[src/rtl/fp_pkg.sv]
// Shared types and constants for the int<->float sequential converter.
package fp_pkg;

  typedef enum logic [1:0] {
    IDLE  = 2'd0,
    SHIFT = 2'd1,
    PACK  = 2'd2
  } state_e;

  localparam logic OP_CVT_S_W = 1'b0;  // int -> float
  localparam logic OP_CVT_W_S = 1'b1;  // float -> int

  localparam logic [7:0]  EXP_BIAS    = 8'd127;
  localparam logic [7:0]  EXP_INT_TOP = 8'd158;  // exponent of 2^31
  localparam logic [31:0] INT_MAX     = 32'h7FFF_FFFF;
  localparam logic [31:0] INT_MIN     = 32'h8000_0000;
  localparam logic [31:0] FLT_NEG_2P31 = 32'hCF00_0000;  // exactly -2^31

endpackage

[src/rtl/fp_cvt_shift_step.sv]
// One iteration of the normalise (int->float) or denormalise (float->int)
// shift. Purely combinational; the sequencer applies it once per cycle.
module fp_cvt_shift_step
  import fp_pkg::*;
#(
  parameter int STEP = 1
) (
  input  logic        op,
  input  logic [31:0] mag,
  input  logic [7:0]  exp,
  input  logic [4:0]  rem,
  output logic        pending,
  output logic [31:0] mag_nxt,
  output logic [7:0]  exp_nxt,
  output logic [4:0]  rem_nxt
);

  localparam logic [4:0] STEP_REM = 5'(STEP);
  localparam logic [7:0] STEP_EXP = 8'(STEP);

  logic [4:0] amt;

  // Select the shift amount and produce the next working values.
  always_comb begin
    // NOTE: every output gets a default first so no path leaves a value
    // unassigned, which would otherwise infer a latch.
    pending = 1'b0;
    mag_nxt = mag;
    exp_nxt = exp;
    rem_nxt = rem;
    amt     = '0;
    if (op == OP_CVT_S_W) begin
      // Normalise left until the leading one reaches bit 31.
      pending = ~mag[31] && (mag != '0);
      if (pending) begin
        if (mag[31 -: STEP] == '0) begin
          mag_nxt = mag << STEP;
          exp_nxt = exp - STEP_EXP;
        end else begin
          mag_nxt = mag << 1;
          exp_nxt = exp - 8'd1;
        end
      end
    end else begin
      // Denormalise right by min(STEP, remaining).
      pending = (rem != '0);
      if (pending) begin
        amt     = (rem < STEP_REM) ? rem : STEP_REM;
        mag_nxt = mag >> amt;
        rem_nxt = rem - amt;
      end
    end
  end

endmodule

[src/rtl/fp_cvt_seq.sv]
// Multi-cycle IEEE-754 single <-> int32 converter with start/done handshake.
// cvt.s.w truncates by default; define FPCVT_ROUND_EN for round-to-nearest-
// even on the int->float pack. cvt.w.s always truncates.
module fp_cvt_seq
  import fp_pkg::*;
#(
  parameter int STEP = 1
) (
  input  logic        clk,
  input  logic        rst,
  input  logic        start,
  input  logic        op,
  input  logic [31:0] operand,
  output logic        busy,
  output logic        done,
  output logic [31:0] result,
  output logic        invalid
);

  state_e      state_q, state_d;
  logic        op_q, op_d;
  logic        sign_q, sign_d;
  logic [31:0] mag_q, mag_d;
  logic [7:0]  exp_q, exp_d;
  logic [4:0]  rem_q, rem_d;
  logic        inv_q, inv_d;
  logic [31:0] result_q, result_d;
  logic        invalid_q, invalid_d;
  logic        done_q, done_d;

  logic        step_pending;
  logic [31:0] step_mag;
  logic [7:0]  step_exp;
  logic [4:0]  step_rem;

  logic [7:0]  in_exp;
  logic [22:0] in_man;

  logic        round_up;
  logic [23:0] mant_sum;
  logic [7:0]  pack_exp;
  logic [31:0] pack_s;

  assign in_exp = operand[30:23];
  assign in_man = operand[22:0];

  fp_cvt_shift_step #(
    .STEP(STEP)
  ) u_step (
    .op      (op_q),
    .mag     (mag_q),
    .exp     (exp_q),
    .rem     (rem_q),
    .pending (step_pending),
    .mag_nxt (step_mag),
    .exp_nxt (step_exp),
    .rem_nxt (step_rem)
  );

  // Assemble the float word from the normalised magnitude.
  always_comb begin
    round_up = 1'b0;
`ifdef FPCVT_ROUND_EN
    // Guard = mag[7], sticky = |mag[6:0], ties go to even mantissa.
    round_up = mag_q[7] & ((|mag_q[6:0]) | mag_q[8]);
`endif
    mant_sum = {1'b0, mag_q[30:8]} + {23'd0, round_up};
    pack_exp = exp_q + {7'd0, mant_sum[23]};
    pack_s   = (mag_q == '0) ? 32'd0 : {sign_q, pack_exp, mant_sum[22:0]};
  end

  // Next-state and datapath control for IDLE -> SHIFT -> PACK.
  always_comb begin
    state_d   = state_q;
    op_d      = op_q;
    sign_d    = sign_q;
    mag_d     = mag_q;
    exp_d     = exp_q;
    rem_d     = rem_q;
    inv_d     = inv_q;
    result_d  = result_q;
    invalid_d = invalid_q;
    done_d    = 1'b0;
    unique case (state_q)
      IDLE: begin
        if (start) begin
          state_d = SHIFT;
          op_d    = op;
          exp_d   = EXP_INT_TOP;
          rem_d   = '0;
          inv_d   = 1'b0;
          if (op == OP_CVT_S_W) begin
            sign_d = operand[31];
            mag_d  = operand[31] ? (32'd0 - operand) : operand;
          end else if (in_exp == 8'hFF && in_man != '0) begin
            sign_d = 1'b0;
            mag_d  = INT_MAX;
            inv_d  = 1'b1;
          end else if (in_exp >= EXP_INT_TOP) begin
            // Saturate; -2^31 is the only in-range value in this band.
            sign_d = operand[31];
            mag_d  = operand[31] ? INT_MIN : INT_MAX;
            inv_d  = (operand != FLT_NEG_2P31);
          end else if (in_exp < EXP_BIAS) begin
            sign_d = 1'b0;
            mag_d  = '0;
          end else begin
            sign_d = operand[31];
            mag_d  = {1'b1, in_man, 8'd0};
            rem_d  = 5'(EXP_INT_TOP - in_exp);
          end
        end
      end
      SHIFT: begin
        if (step_pending) begin
          mag_d = step_mag;
          exp_d = step_exp;
          rem_d = step_rem;
        end else begin
          state_d = PACK;
        end
      end
      PACK: begin
        result_d  = (op_q == OP_CVT_W_S) ? (sign_q ? (32'd0 - mag_q) : mag_q)
                                         : pack_s;
        invalid_d = (op_q == OP_CVT_W_S) ? inv_q : 1'b0;
        done_d    = 1'b1;
        state_d   = IDLE;
      end
      default: state_d = IDLE;
    endcase
  end

  // State and datapath registers.
  // NOTE: sequential state uses non-blocking assignments so all flops
  // update from the same pre-edge values.
  always_ff @(posedge clk or posedge rst) begin
    if (rst) begin
      state_q   <= IDLE;
      op_q      <= OP_CVT_S_W;
      sign_q    <= 1'b0;
      mag_q     <= '0;
      exp_q     <= '0;
      rem_q     <= '0;
      inv_q     <= 1'b0;
      result_q  <= '0;
      invalid_q <= 1'b0;
      done_q    <= 1'b0;
    end else begin
      state_q   <= state_d;
      op_q      <= op_d;
      sign_q    <= sign_d;
      mag_q     <= mag_d;
      exp_q     <= exp_d;
      rem_q     <= rem_d;
      inv_q     <= inv_d;
      result_q  <= result_d;
      invalid_q <= invalid_d;
      done_q    <= done_d;
    end
  end

  assign busy    = (state_q == SHIFT);
  assign done    = done_q;
  assign result  = result_q;
  assign invalid = invalid_q;

endmodule

[config.mk]
export PLATFORM = sky130hd
export DESIGN_NAME = fp_cvt_seq
export DESIGN_NICKNAME = d
export VERILOG_FILES = /design/src/rtl/fp_pkg.sv /design/src/rtl/fp_cvt_shift_step.sv /design/src/rtl/fp_cvt_seq.sv
export SDC_FILE = /design/constraint.sdc
export NUM_CORES = 1
export LEC_CHECK = 0
export BUFFER_PORTS_ARGS = -buffer_cell sky130_fd_sc_hd__clkbuf_2
export CORE_MARGIN = 8
export CORE_UTILIZATION = 60
export CTS_CLUSTER_DIAMETER = 40
export DETAILED_ROUTE_END_ITERATION = 16
export GPL_TIMING_DRIVEN = 1
export PLACE_DENSITY_LB_ADDON = 0.12
export SLEW_MARGIN = 0
export SYNTH_ARGS = -nofsm -noshare
export SYNTH_HDL_FRONTEND = slang
export SYNTH_SLANG_ARGS = --single-unit
export TNS_END_PERCENT = 5
[constraint.sdc]
create_clock -name clk -period 7.41 [get_ports clk]
set_clock_uncertainty 0.05 [all_clocks]
set_input_delay 0.3705 -clock clk [delete_from_list [all_inputs] [get_ports clk]]
set_output_delay 0.3705 -clock clk [all_outputs]
set_load 0.005 [all_outputs]
### After elaboration in Yosys (flattened, before gate mapping)

Index checks and enable logic that the tools add are counted.

* bits in registers: 84
* bits in latches: 0
* RAM bits: 0
* bits in read-only memories: 0
* memories kept: 0

* add/sub/neg operators: 5
* multipliers: 0
* div/mod/pow operators: 0
* magnitude comparators: 3
* eq/ne operators: 13
* shift operators: 1
* mux-type cells: 43
* bitwise logic cells: 1
* reduce and logical (&&, ||, !) cells: 13

Operators by type and width (count)
* 32-bit two-way mux: 14
* 32-bit one-hot mux with 2 select lines: 1
* 1-bit by 32-bit subtractor with 32-bit output, first input constant: 2
* 5-bit two-way mux: 9
* 32-bit logical NOT: 1
* 8-bit two-way mux: 4
* 32-bit != test, second input constant: 1
* 32-bit nonzero test: 1
* 32-bit by 5-bit >> shifter with 32-bit output: 1
* 23-bit nonzero test: 1
* 8-bit one-hot mux with 2 select lines: 1
* 5-bit AND reduction: 3
* 1-bit two-way mux: 10
* 5-bit one-hot mux with 2 select lines: 1
* 8-bit equality test, second input constant: 1
* 8-bit >= comparator, second input constant: 1
* 8-bit by 7-bit less-than comparator with 1-bit output, second input constant: 1
* 2-bit by 1-bit != test with 1-bit output, second input constant: 4
* 8-bit by 1-bit subtractor with 8-bit output, second input constant: 1
* 2-bit != test, second input constant: 3
* 5-bit by 1-bit less-than comparator with 1-bit output, second input constant: 1
* 5-bit nonzero test: 1
* 5-bit subtractor: 1
* 5-bit subtractor, first input constant: 1
* 11 further kinds: 14

### Longest topological paths before layout

Gate-level depths: netlist (run 1).

* depth after elaboration: 7
* gate-level depth with buffers: 11

### Cells and area by module

From an unflattened synthesis (run 1), not the netlist that was laid out.

* cell total of the unflattened synthesis: 819
* area total of the unflattened synthesis: 6777.8 um^2

By module, submodules not included
* fp_cvt_seq: instances 1, cells an instance 681, area an instance 5770.5 um^2
* fp_cvt_shift_step: instances 1, cells an instance 138, area an instance 1007.2 um^2

### Least setup slack after synthesis (run 1)

No wires, ideal clock.

* kind: register to register
* from: register mag_q[1]
* to: register result_q[10] (netlist: result[10])
* arrival time: 2.110 ns
* data required time: 7.242 ns
* setup slack: 5.132 ns
* cell stages (with the launch flop): 9
* period minus slack after synthesis: 2.278 ns
* path through: dfrtp_1 -> inv_1 -> ha_1 -> or3b_2 -> or3_1 -> o31ai_1 -> xor2_1 -> a211oi_1 -> a21o_1

* cells in the longest elaborated chain, start to end: 3

RTL lines
* start: declaration: RTL line fp_cvt_seq.sv:23 `logic [31:0] mag_q, mag_d;`
* start signal: assignment: RTL line fp_cvt_seq.sv:153 `mag_q <= mag_d;`
* 1-bit by 32-bit subtractor with 32-bit output / 32-bit logical NOT (equally long branches): RTL line fp_cvt_seq.sv:124, fp_cvt_seq.sv:69
* 32-bit two-way mux (on tied branches): RTL line fp_cvt_seq.sv:124, fp_cvt_seq.sv:69
* 32-bit two-way mux *: RTL line fp_cvt_seq.sv:124 `result_d = (op_q == OP_CVT_W_S) ? (sign_q ? (32'd0 - mag_q) : mag_q)`
* end signal: assignment: RTL line fp_cvt_seq.sv:157 `result_q <= result_d;`
* end: declaration: RTL line fp_cvt_seq.sv:27 `logic [31:0] result_q, result_d;`

Every way passes the cells marked *; elsewhere a longest branch is shown, timed or not.
A chain may end at the register's enable or synchronous reset.

### Worst setup path in the final report (run 1)

* from: register state_q[1]
* to: register mag_q[23]

* cells in the longest elaborated chain, start to end: 3

RTL lines
* start: declaration: RTL line fp_cvt_seq.sv:20 `state_e state_q, state_d;`
* start signal: assignment: RTL line fp_cvt_seq.sv:150 `state_q <= state_d;`
* 2-bit by 1-bit equality test with 1-bit output / 2-bit logical NOT (equally long branches): RTL line fp_cvt_seq.sv:84 `unique case (state_q)`
* 3-bit by 2-bit != test with 1-bit output (no source line), or another cell as far along
* 5-bit AND reduction (no source line)

Several ways; a longest one is shown, not always the timed one.

==> run_results.csv, run 1 <==
group,metric,value,unit
detailed_routing,vias_per_cell,6.59,
critical_path,critPathLaunchType,"flip-flop",
critical_path,critPathRequiredTime,7.64,ns
hold_path,worstHoldPathType,"input pin to async pin",
sta,tightestPinTransition,1.05,ns
yosys,syn_area,6610,um^2
sta,tns,0,ns
detailed_routing,vias,6561,
global_routing,track_usage,25.9,%
yosys,synth_compound_area_share,27.9,%
detailed_routing,routedWlPerCell,18.9,um
cells_and_area,num-nets-final,895,
clock_network,clock_sinks,84,
yosys,synth_area_leaders,"dfrtp_1, nand2_1, o21ai_0, xor2_1, nor2_1",
yosys,synthXorXnorAreaFrac,7.43,%
placement,postPlaceCellArea,6830,um^2
yosys,ys_warn_count,0,
die,die_w,121,um
detailed_routing,dr.pass1.iters,7,
detailed_routing,ant_nets,0,
clock_network,postCtsSetupRepairBufs,0,
yosys,yosysUniqueCellTypes,67,
sta,slew_headroom,30.2,%
yosys,synthMuxAreaShare,1.52,%
critical_path,worst_setup_path_end_kind,"flip-flop",
yosys,netlist_instances,847,
yosys,synth_seq_cells,84,
sta,max_freq,306,MHz
yosys,ys_seq_area_share,31.8,%
yosys,synth-simple-area-share,23.3,%
critical_path,cp.arrival,3.50,ns
cells_and_area,final_cell_area,7020,um^2
global_routing,grt-ovfl-total,0,
cells_and_area,n_antenna_cell,0,
detailed_routing,drt_wl_total,18.8,mm
detailed_routing,drt_iter0_drc,759,
detailed_routing,drc,0,
sta,worst_slack,4.14,ns
cells_and_area,register_area,2100,um^2
global_routing,grt_pass1_vias,6063,
die,rows,38,
sta,hold_viol_final,0,
cells_and_area,syn_to_final_growth,6.35,%
clock_network,cts_hold_buffers,0,
yosys,synth_top_family_by_area,"compound AO/OA/AOI/OAI gates",
yosys,mappedNetlistNets,891,
run_status,outcome,"finished clean",
placement,hpwlAfterDp,13.8,mm
power,p_total,2.84,mW
clock_network,clk_latency,0.36,ns
cells_and_area,drive_gt1_share,13.7,%
power,vdd_drop_max,0.000211,V
global_routing,grt_antenna_before_repair,0,
sta,rsz0062_at_grt,"no",
sta,layout_min_cycle_time,3.27,ns
clock_network,cts_tree,"yes",
sta,finalSetupViolCount,0,
yosys,async_reset_ff_share,100,%
clock_network,root_buffer,"clkbuf_8",
sta,report.final.slew_viol_count,0,
clock_network,cts_resized,0,
die,initial_core_util,61.2,%
placement,numPortBuffers,70,
clock_network,h-tree-depth,3,
critical_path,reg2reg_depth,9,
critical_path,worstSetupPathType,"flip-flop to flip-flop",
cells_and_area,n_fill_cell,944,
power,leakagePower,2.89,nW
yosys,synthAdderAreaFrac,1.52,%
sta,final.period_utilization,44.2,%
clock_network,clock_path_buffers,2,
clock_network,path_clk_slew,0.09,ns
yosys,synth_edf_count,0,
placement,pre_cts_slack,4.21,ns
yosys,synthFlopType,"dfrtp_1",
die,io_pins,71,
placement,place_congestion,0.899,
cells_and_area,multi_input_area,4070,um^2
die,fp.dieArea,14600,um^2
die,die_height,121,um
die,fp.coreArea,10800,um^2
critical_path,critPathMaxFanout,39,
yosys,synth_area_per_cell,7.80,um^2
yosys,yosysTopAreaCell,"dfrtp_1",
clock_network,cts_buffers,9,
sta,hold_slack,0.268,ns
global_routing,grt_first_pass_wirelength,31.3,mm
global_routing,grt_max_degree,91,
yosys,synth_top_area_share,31.8,%
job,maxCapViolCount,0,
power,power_density,404,nW/um^2
[metrics by stage]
stage / cells / util, %
global route: 995 / 65.1
global placement: 980 / 63.3
detailed placement: 980 / 63.3
CTS: 995 / 65.1
finish: 995 / 65.1
floorplan: 847 / -
[per-layer routing]
metal | wire, um | global-route usage (%)
met5 | 0 | 0
met4 | 488 | 10.8
met1 | 8600 | 36.9
met3 | 1450 | 3.82
met2 | 8280 | 38.4
[cells in the final DEF, fill, tap and decap left out, drive strengths merged, types with 2 or more instances in the layout]
master	synthesis	final
nand2	123	123
o21ai	97	97
dfrtp	84	84
clkbuf	61	83
nor2	68	68
a31oi	38	38
xor2	31	31
a221oi	29	29
xnor2	25	25
a21oi	23	23
nand3	20	20
inv	21	20
a211oi	18	18
nor3	17	17
o31ai	16	16
nor4	16	16
a21o	13	13
or3	12	12
nand2b	10	10
mux2i	10	10
nand4	10	10
or4	10	10
ha	8	8
a211o	7	7
o211ai	7	7
o41ai	7	7
buf	22	6
and2	5	5
and3	5	5
or2	4	4
nor3b	3	3
a22oi	3	3
nor2b	3	3
clkinv	1	3
o311ai	2	2
a2111oi	2	2
nor4b	2	2
o2bb2ai	2	2
[state kept, by name, summed over array words and instances (netlist names)]
register and flops:
done 1, exp_q 8, inv_q 1, invalid 1, mag_q 32, op_q 1, rem_q 5, result 32
sign_q 1, state_q 2
[cell usage after synthesis (4+ instances only)]
cell type  count
xor2_1        31
nand4_1        8
buf_2         14
nor4_2         4
nor2_1        68
or3_1         12
mux2i_1       10
a21o_1        13
nand2_1      123
o31ai_1       16
a221oi_1      29
nand3_1       20
ha_1           8
a31oi_1       37
nor4_1        10
o41ai_1        6
and3_1         5
nand2b_1      10
a211o_1        7
o211ai_1       7
nor3_1        14
dfrtp_1       84
buf_1          5
clkbuf_1      61
and2_1         5
inv_1         19
or4_1          7
a21oi_1       23
xnor2_1       25
o21ai_0       92
o21ai_1        4
a211oi_1      18
[cell families after synthesis]
family / after synthesis
AO/OA/AOI/OAI: 275
XOR/XNOR: 56
adder cells (fa/ha/maj): 8
buffers and inverters: 105
flip-flops: 84
multiplexers: 10
AND/OR/NAND/NOR: 309
[power by group]
| part | switching (mW) | internal, mW | leakage [nW] |
|---|---|---|---|
| sequential | 0.306 | 0.669 | 1.01 |
| clock | 0.156 | 0.172 | 0.0995 |
| combinational | 0.950 | 0.585 | 1.78 |
| total | 1.41 | 1.43 | 2.89 |
[worst paths after layout]
kind	startpoint	endpoint	slack, ns
worst min register to register	invalid	invalid	0.42
worst max register to register	state_q[1]	mag_q[23]	4.14
max in group asynchronous	rst	op_q	6.31
worst max-delay path	state_q[1]	mag_q[23]	4.14
worst min-delay path	rst	result[3]	0.27
min in group clk	operand[23]	rem_q[0]	0.35
[area by class of cell]
cell class / instances / share of cell area [%]
Multi-Input combinational cell: 658 / 58.0
Timing Repair Buffer: 76 / 5.63
Inverter: 22 / 1.19
Clock inverter: 2 / 0.499
Sequential cell: 84 / 29.9
Tap cell: 140 / 2.49
Clock buffer: 13 / 2.26
[worst max-delay path, cell delays in order (launching register included)]
cell       delay, ns
dfrtp_1         0.39
nand2b_1        0.15
buf_4           0.24
inv_1           0.68
o21ai_0         0.23
a21oi_1         0.26
o2bb2ai_4       0.24
inv_2           0.49
o21ai_0         0.23
o21ai_0         0.19
Note: power is estimated with default switching activity, not from simulation.
==> run 2, diff against run 1 <==
ABC_AREA = 1   (was unset)
clock period = 3.4 ns   (was 7.41 ns; I/O delays follow)
==> run 2 against run 1 <==
Compared with the run above:
- via count is 18% higher
- critical path depth stayed put
- sequential share of layout area is 2.3 points lower
- critical path type unchanged
- largest power group unchanged
- highest routed layer unchanged
==> run_results.csv, run 2 <==
group,metric,value,unit
sta,finalSetupViolCount,0,
yosys,mappedNetlistNets,1147,
power,pwr-share-seq,29.0,%
clock_network,path_clk_slew,0.06,ns
sta,tightestPinTransition,0.692,ns
global_routing,grt_pass1_vias,6963,
die,die_height,123,um
detailed_routing,vias_per_cell,5.98,
sta,tns,0,ns
cells_and_area,syn_to_final_growth,9.51,%
critical_path,critical_path.startpoint,"state_q[1]",
clock_network,root_buffer,"clkbuf_16",
yosys,async_reset_ff_share,100,%
cells_and_area,register_area,2100,um^2
cells_and_area,num-nets-final,1188,
yosys,synth_seq_cells,84,
sta,layout_min_cycle_time,2.54,ns
critical_path,critPathLaunchType,"flip-flop",
hold_path,min-delay-start,"operand[23]",
hold_path,worstHoldPathType,"input pin to flip-flop",
clock_network,postCtsSetupRepairBufs,0,
global_routing,grt_max_degree,55,
yosys,synth_top_area_share,30.3,%
critical_path,worst_setup_path_end_kind,"flip-flop",
cells_and_area,n_antenna_cell,0,
power,p_clk_share,13.7,%
die,fp.dieArea,15300,um^2
detailed_routing,vias,7726,
power,p_int,3.21,mW
critical_path,cp.arrival,2.77,ns
clock_network,cts_buffers,9,
yosys,yosys-top-cells-count,"nand2_1, nor2_1, a21oi_1, o21ai_0, nand3_1",
critical_path,ff2ff_setup_slack,0.86,ns
cells_and_area,drive_gt1_share,12.8,%
global_routing,grt_antenna_before_repair,0,
critical_path,crit_path_end,"mag_q[17]",
global_routing,grt-ovfl-total,0,
clock_network,h-tree-depth,3,
run_status,outcome,"finished clean",
critical_path,reg2reg_to,"mag_q[17]",
power,combPwrFrac,57.2,%
die,die_w,123,um
global_routing,grt_first_pass_wirelength,35.0,mm
placement,pre_cts_slack,0.929,ns
sta,rsz0062_at_grt,"no",
detailed_routing,ant_nets,0,
clock_network,cts_resized,0,
critical_path,timing.rr.start,"state_q[1]",
yosys,yosysTopAreaCell,"dfrtp_1",
sta,hold_viol_final,0,
critical_path,worstSetupPathType,"flip-flop to flip-flop",
sta,report.final.slew_viol_count,0,
detailed_routing,dr.pass1.iters,6,
placement,postPlaceCellArea,7300,um^2
placement,place_congestion,0.975,
power,leakagePower,3.56,nW
detailed_routing,drt_wl_total,21.5,mm
yosys,syn_area,6930,um^2
power,vdd_drop_max,0.000568,V
placement,numPortBuffers,70,
cells_and_area,final_cell_area,7590,um^2
yosys,synth_area_per_cell,6.29,um^2
cells_and_area,n_fill_cell,1107,
power,p_total,6.69,mW
power,netSwitchingPower,3.48,mW
die,initial_core_util,61.0,%
sta,max_freq,394,MHz
global_routing,track_usage,28.7,%
clock_network,clock_sinks,84,
clock_network,cts_hold_buffers,1,
yosys,ys_seq_area_share,30.3,%
yosys,synth_edf_count,0,
yosys,netlist_instances,1103,
clock_network,clock_path_buffers,2,
detailed_routing,drc,0,
die,fp.coreArea,11400,um^2
sta,slew_headroom,53.4,%
detailed_routing,routedWlPerCell,16.6,um
critical_path,critPathRequiredTime,3.64,ns
clock_network,clk_latency,0.34,ns
cells_and_area,final_cell_mix,"nand2_1, nor2_1, a21oi_1, o21ai_0, nand3_1",
sta,worst_slack,0.864,ns
detailed_routing,drt_iter0_drc,1037,
placement,hpwlAfterDp,16.2,mm
clock_network,cts_tree,"yes",
yosys,synth_most_common_cell,"nand2_1",
yosys,synth_area_leaders,"dfrtp_1, nand2_1, a21oi_1, o21ai_0, nand3_1",
cells_and_area,final_common_cell,"nand2_1",
critical_path,reg2reg_depth,9,
cells_and_area,multi_input_area,4190,um^2
job,maxCapViolCount,0,
critical_path,critPathMaxFanout,45,
die,io_pins,71,
yosys,synthFlopType,"dfrtp_1",
die,rows,39,
yosys,ys_warn_count,0,
power,power_density,881,nW/um^2
sta,final.period_utilization,74.6,%
power,swShare,52.0,%
yosys,yosysUniqueCellTypes,41,
## run 2: cell count changes after synthesis, moves of 19 or more
cell / previous run / this run
nand2_1: 123 / 259
a21oi_1: 23 / 126
nand3_1: 20 / 102
inv_1: 19 / 90
nor2_1: 68 / 136
a221oi_1: 29 / 0
clkbuf_1: 61 / 35
xor2_1: 31 / 8
xnor2_1: 25 / 3
o21ai_0: 92 / 111
## run 2: logic make-up after synthesis
| group | after synthesis | share of synthesized area (%) |
|---|---|---|
| DFF | 84 | 30.3 |
| buffers and inverters | 157 | 9.26 |
| AOI/OAI and AO/OA | 288 | 22.3 |
| xor gates and xnor gates | 11 | 1.39 |
| and+or+nand+nor | 555 | 35.3 |
| adders and majority gates | 8 | 1.44 |
## run 2: area by class of cell
type | instances | area share, %
Clock buffer | 11 | 3.33
Tap cell | 143 | 2.36
Multi-Input combinational cell | 862 | 55.2
Sequential cell | 84 | 27.7
Inverter | 106 | 5.39
Timing Repair Buffer | 81 | 5.74
Clock inverter | 4 | 0.330
## run 2: how the worst min path moves through the flow
stage                       to  slack (ns)  depth (start not counted)
global placement    result[27]        0.22                          2
global route          rem_q[0]        0.11                          3
CTS                   rem_q[0]        0.08                          3
detailed placement  result[23]        0.23                          2
finish                rem_q[0]        0.09                          3
floorplan             rem_q[0]        0.27                          2
## run 2: layer usage
metal	up-vias	track usage, %	wire length, um
met3	37	3.56	1900
met4	0	9.93	525
met5	-	0	0
met2	431	43.9	9520
li1	3766	-	-
met1	3492	41.0	9510
## run 2: power groups by stage
stage / logic [mW] / registers (mW) / clock network [mW]
after floorplan: 2.89 / 1.79 / 0
after CTS: 3.77 / 1.92 / 0.921
final: 3.83 / 1.94 / 0.919
after global routing: 4.31 / 2.00 / 0.961
after global placement: 3.68 / 1.92 / 0
after detailed placement: 3.74 / 1.93 / 0
## run 2: stage by stage
| step | util (%) | hold WS, ns | instances |
|---|---|---|---|
| 6_report | 66.8 | 0.0857 | 1291 |
| 5_1_grt | 66.8 | 0.115 | 1291 |
| 4_1_cts | 66.8 | 0.0817 | 1291 |
| 3_5_place_dp | 64.2 | 0.233 | 1275 |
| 3_3_place_gp | 64.2 | 0.223 | 1275 |
| 2_1_floorplan | - | 0.266 | 1103 |
## run 2: critical path: stages (launching register included)
cell and delay (ns):
dfrtp_1 0.40, nor2_2 0.39, inv_2 0.33, nor2_2 0.24, nand3_4 0.11, nand2_4 0.24
clkinv_4 0.31, a21oi_1 0.25, nand2_1 0.08, nand2_1 0.06
==> run 3, diff against run 2 <==
clock period = 2.6 ns   (was 3.4 ns; I/O delays follow)
==> run 3 against run 2 <==
Compared with the run above:
- register-to-register slack got worse by 0.61 ns
- sequential cell count is the same
- hold slack got worse by 0.044 ns
- non-clock buffer count grew 8
- clock-buffer cell count shrank 1
- power rose by 39%
- wire length increased by 2.9%
- critical path type unchanged
- largest cell class unchanged
- highest routed layer unchanged
==> run_results.csv, run 3 (same netlist as run 2, synthesis figures left out) <==
group,metric,value,unit
run_status,outcome,"finished clean",
critical_path,worst_setup_path_end_kind,"flip-flop",
power,p_clk_share,16.9,%
critical_path,ff2ff_setup_slack,0.26,ns
placement,place_congestion,0.978,
placement,dp.cells,1283,
power,p_int,4.64,mW
cells_and_area,stdcell_count,1300,
cells_and_area,syn_to_final_growth,12.0,%
sta,tns,0,ns
hold_path,worstHoldPathType,"input pin to flip-flop",
detailed_routing,drc,0,
die,die_w,123,um
power,vdd_drop_max,0.000771,V
critical_path,timing.critical_path.cells,"inv_1 -> ha_1 -> inv_1 -> nor3_4 -> nand3_2 -> nor2_4 -> nand2_4 -> nand3_4 -> nand2_4 -> clkinv_4 -> a21oi_1 -> nand2_1 -> nand2_1",
critical_path,critPathMaxFanout,45,
detailed_routing,dr.pass1.iters,6,
critical_path,slowest_stage,"dfrtp_1",
detailed_routing,drt_iter0_drc,990,
sta,layout_min_cycle_time,2.34,ns
detailed_routing,drt_wl_total,22.1,mm
die,fp.coreArea,11400,um^2
global_routing,grt_first_pass_wirelength,36.1,mm
cells_and_area,num-nets-final,1196,
die,rows,39,
clock_network,postCtsSetupRepairBufs,0,
critical_path,worstSetupPathType,"flip-flop to flip-flop",
clock_network,clock_path_buffers,2,
detailed_routing,ant_nets,0,
global_routing,grt_antenna_before_repair,0,
critical_path,critPathRequiredTime,2.79,ns
clock_network,clock_sinks,84,
sta,tightestPinTransition,0.775,ns
die,fp.dieArea,15300,um^2
power,netSwitchingPower,4.65,mW
placement,numPortBuffers,70,
clock_network,cts_tree,"yes",
sta,report.final.slew_viol_count,0,
clock_network,cts_resized,0,
sta,hold_viol_final,0,
hold_path,min-delay-start,"operand[23]",
power,leakagePower,3.65,nW
hold_path,holdPathStages,3,
clock_network,path_clk_slew,0.06,ns
critical_path,critPathLaunchType,"flip-flop",
global_routing,grt_max_degree,57,
cells_and_area,drive_gt1_share,13.4,%
sta,finalSetupViolCount,0,
job,maxCapViolCount,0,
clock_network,cts_hold_buffers,1,
global_routing,track_usage,29.6,%
power,swShare,50.1,%
hold_path,min_to,"rem_q[0]",
cells_and_area,n_fill_cell,1059,
power,power_density,1200,nW/um^2
power,pwr-share-seq,27.2,%
clock_network,h-tree-depth,3,
sta,max_freq,427,MHz
sta,rsz0062_at_grt,"no",
critical_path,cpPeakStageDelay,0.37,ns
sta,final.period_utilization,90.1,%
detailed_routing,vias,7725,
critical_path,reg2reg_depth,13,
critical_path,timing.rr.start,"mag_q[1]",
detailed_routing,vias_per_cell,5.94,
critical_path,reg2reg_to,"mag_q[20]",
global_routing,grt-ovfl-total,0,
clock_network,clk_latency,0.35,ns
clock_network,cts_buffers,9,
detailed_routing,routedWlPerCell,17.0,um
die,io_pins,71,
die,die_height,123,um
die,initial_core_util,61.0,%
power,combPwrFrac,56.0,%
clock_network,root_buffer,"clkbuf_16",
critical_path,cp.arrival,2.53,ns
cells_and_area,n_antenna_cell,0,
placement,hpwlAfterDp,16.4,mm
global_routing,grt_pass1_vias,7079,
sta,slew_headroom,48.4,%
cells_and_area,final_common_cell,"nand2_1",
cells_and_area,final_cell_mix,"nand2_1, nor2_1, a21oi_1, o21ai_0, nand3_1",
## run 3: changes by cell type in the layout (fill, tap and decap cells not counted), sizes merged
cell and delta:
buf +8, bufinv +4, clkbuf -1, clkinv -1, clkinvlp -1
## run 3: metal layers
layer | share of wire [%] | GRT usage [%] | vias up
li1 | - | - | 3789
met1 | 44 | 41.3 | 3500
met2 | 45 | 45.4 | 394
met3 | 8.6 | 4.02 | 42
met4 | 2.3 | 11.6 | 0
met5 | 0 | 0 | -
## run 3: power by group through the flow
| stage | clock [mW] | combinational [mW] | sequential (mW) |
|---|---|---|---|
| 6_report | 1.57 | 5.20 | 2.52 |
| 5_1_grt | 1.63 | 5.81 | 2.59 |
| 4_1_cts | 1.57 | 5.11 | 2.49 |
| 3_5_place_dp | 0 | 5.03 | 2.51 |
| 3_3_place_gp | 0 | 4.96 | 2.49 |
| 2_1_floorplan | 0 | 3.78 | 2.34 |
## run 3: how the worst max path moves through the flow
stage          slack (ns)  startpoint   endpoint  depth (start not counted)
3_3_place_gp         0.36    mag_q[1]  mag_q[22]                         13
5_1_grt              0.08    mag_q[1]  mag_q[23]                         13
4_1_cts              0.28    mag_q[1]  mag_q[20]                         13
3_5_place_dp         0.29    mag_q[1]  mag_q[20]                         13
2_1_floorplan        0.25         rst       done                          1
6_report             0.26    mag_q[1]  mag_q[20]                         13
## run 3: metrics by stage
step | worst slack [ns] | total power [mW] | hold WS, ns | cell area [um^2] | utilization, %
2_1_floorplan | 0.255 | 6.12 | 0.226 | 6930 | -
3_3_place_gp | 0.364 | 7.45 | 0.219 | 7390 | 65.0
3_5_place_dp | 0.294 | 7.54 | 0.220 | 7390 | 65.0
4_1_cts | 0.283 | 9.17 | 0.0443 | 7760 | 68.3
5_1_grt | 0.0766 | 10.0 | 0.0800 | 7760 | 68.3
6_report | 0.258 | 9.29 | 0.0419 | 7760 | 68.3
## run 3: cell type report
| cell class | count | area [um^2] | share of cell area (%) |
|---|---|---|---|
| clock buffer | 10 | 229 | 2.95 |
| clock inverter | 6 | 136 | 1.76 |
| inverter | 106 | 409 | 5.27 |
| multi-input combinational | 862 | 4190 | 53.9 |
| sequential | 84 | 2100 | 27.1 |
| tap | 143 | 179 | 2.30 |
| timing repair buffer | 89 | 520 | 6.70 |
## run 3: critical path: cells and delay by family (launching register included)
| family | cells | cell delay [ns] |
|---|---|---|
| and+or+nand+nor | 8 | 1.05 |
| buffers and inverters | 3 | 0.50 |
| DFF | 1 | 0.37 |
| adders and majority gates | 1 | 0.16 |
| AOI/OAI and AO/OA | 1 | 0.08 |
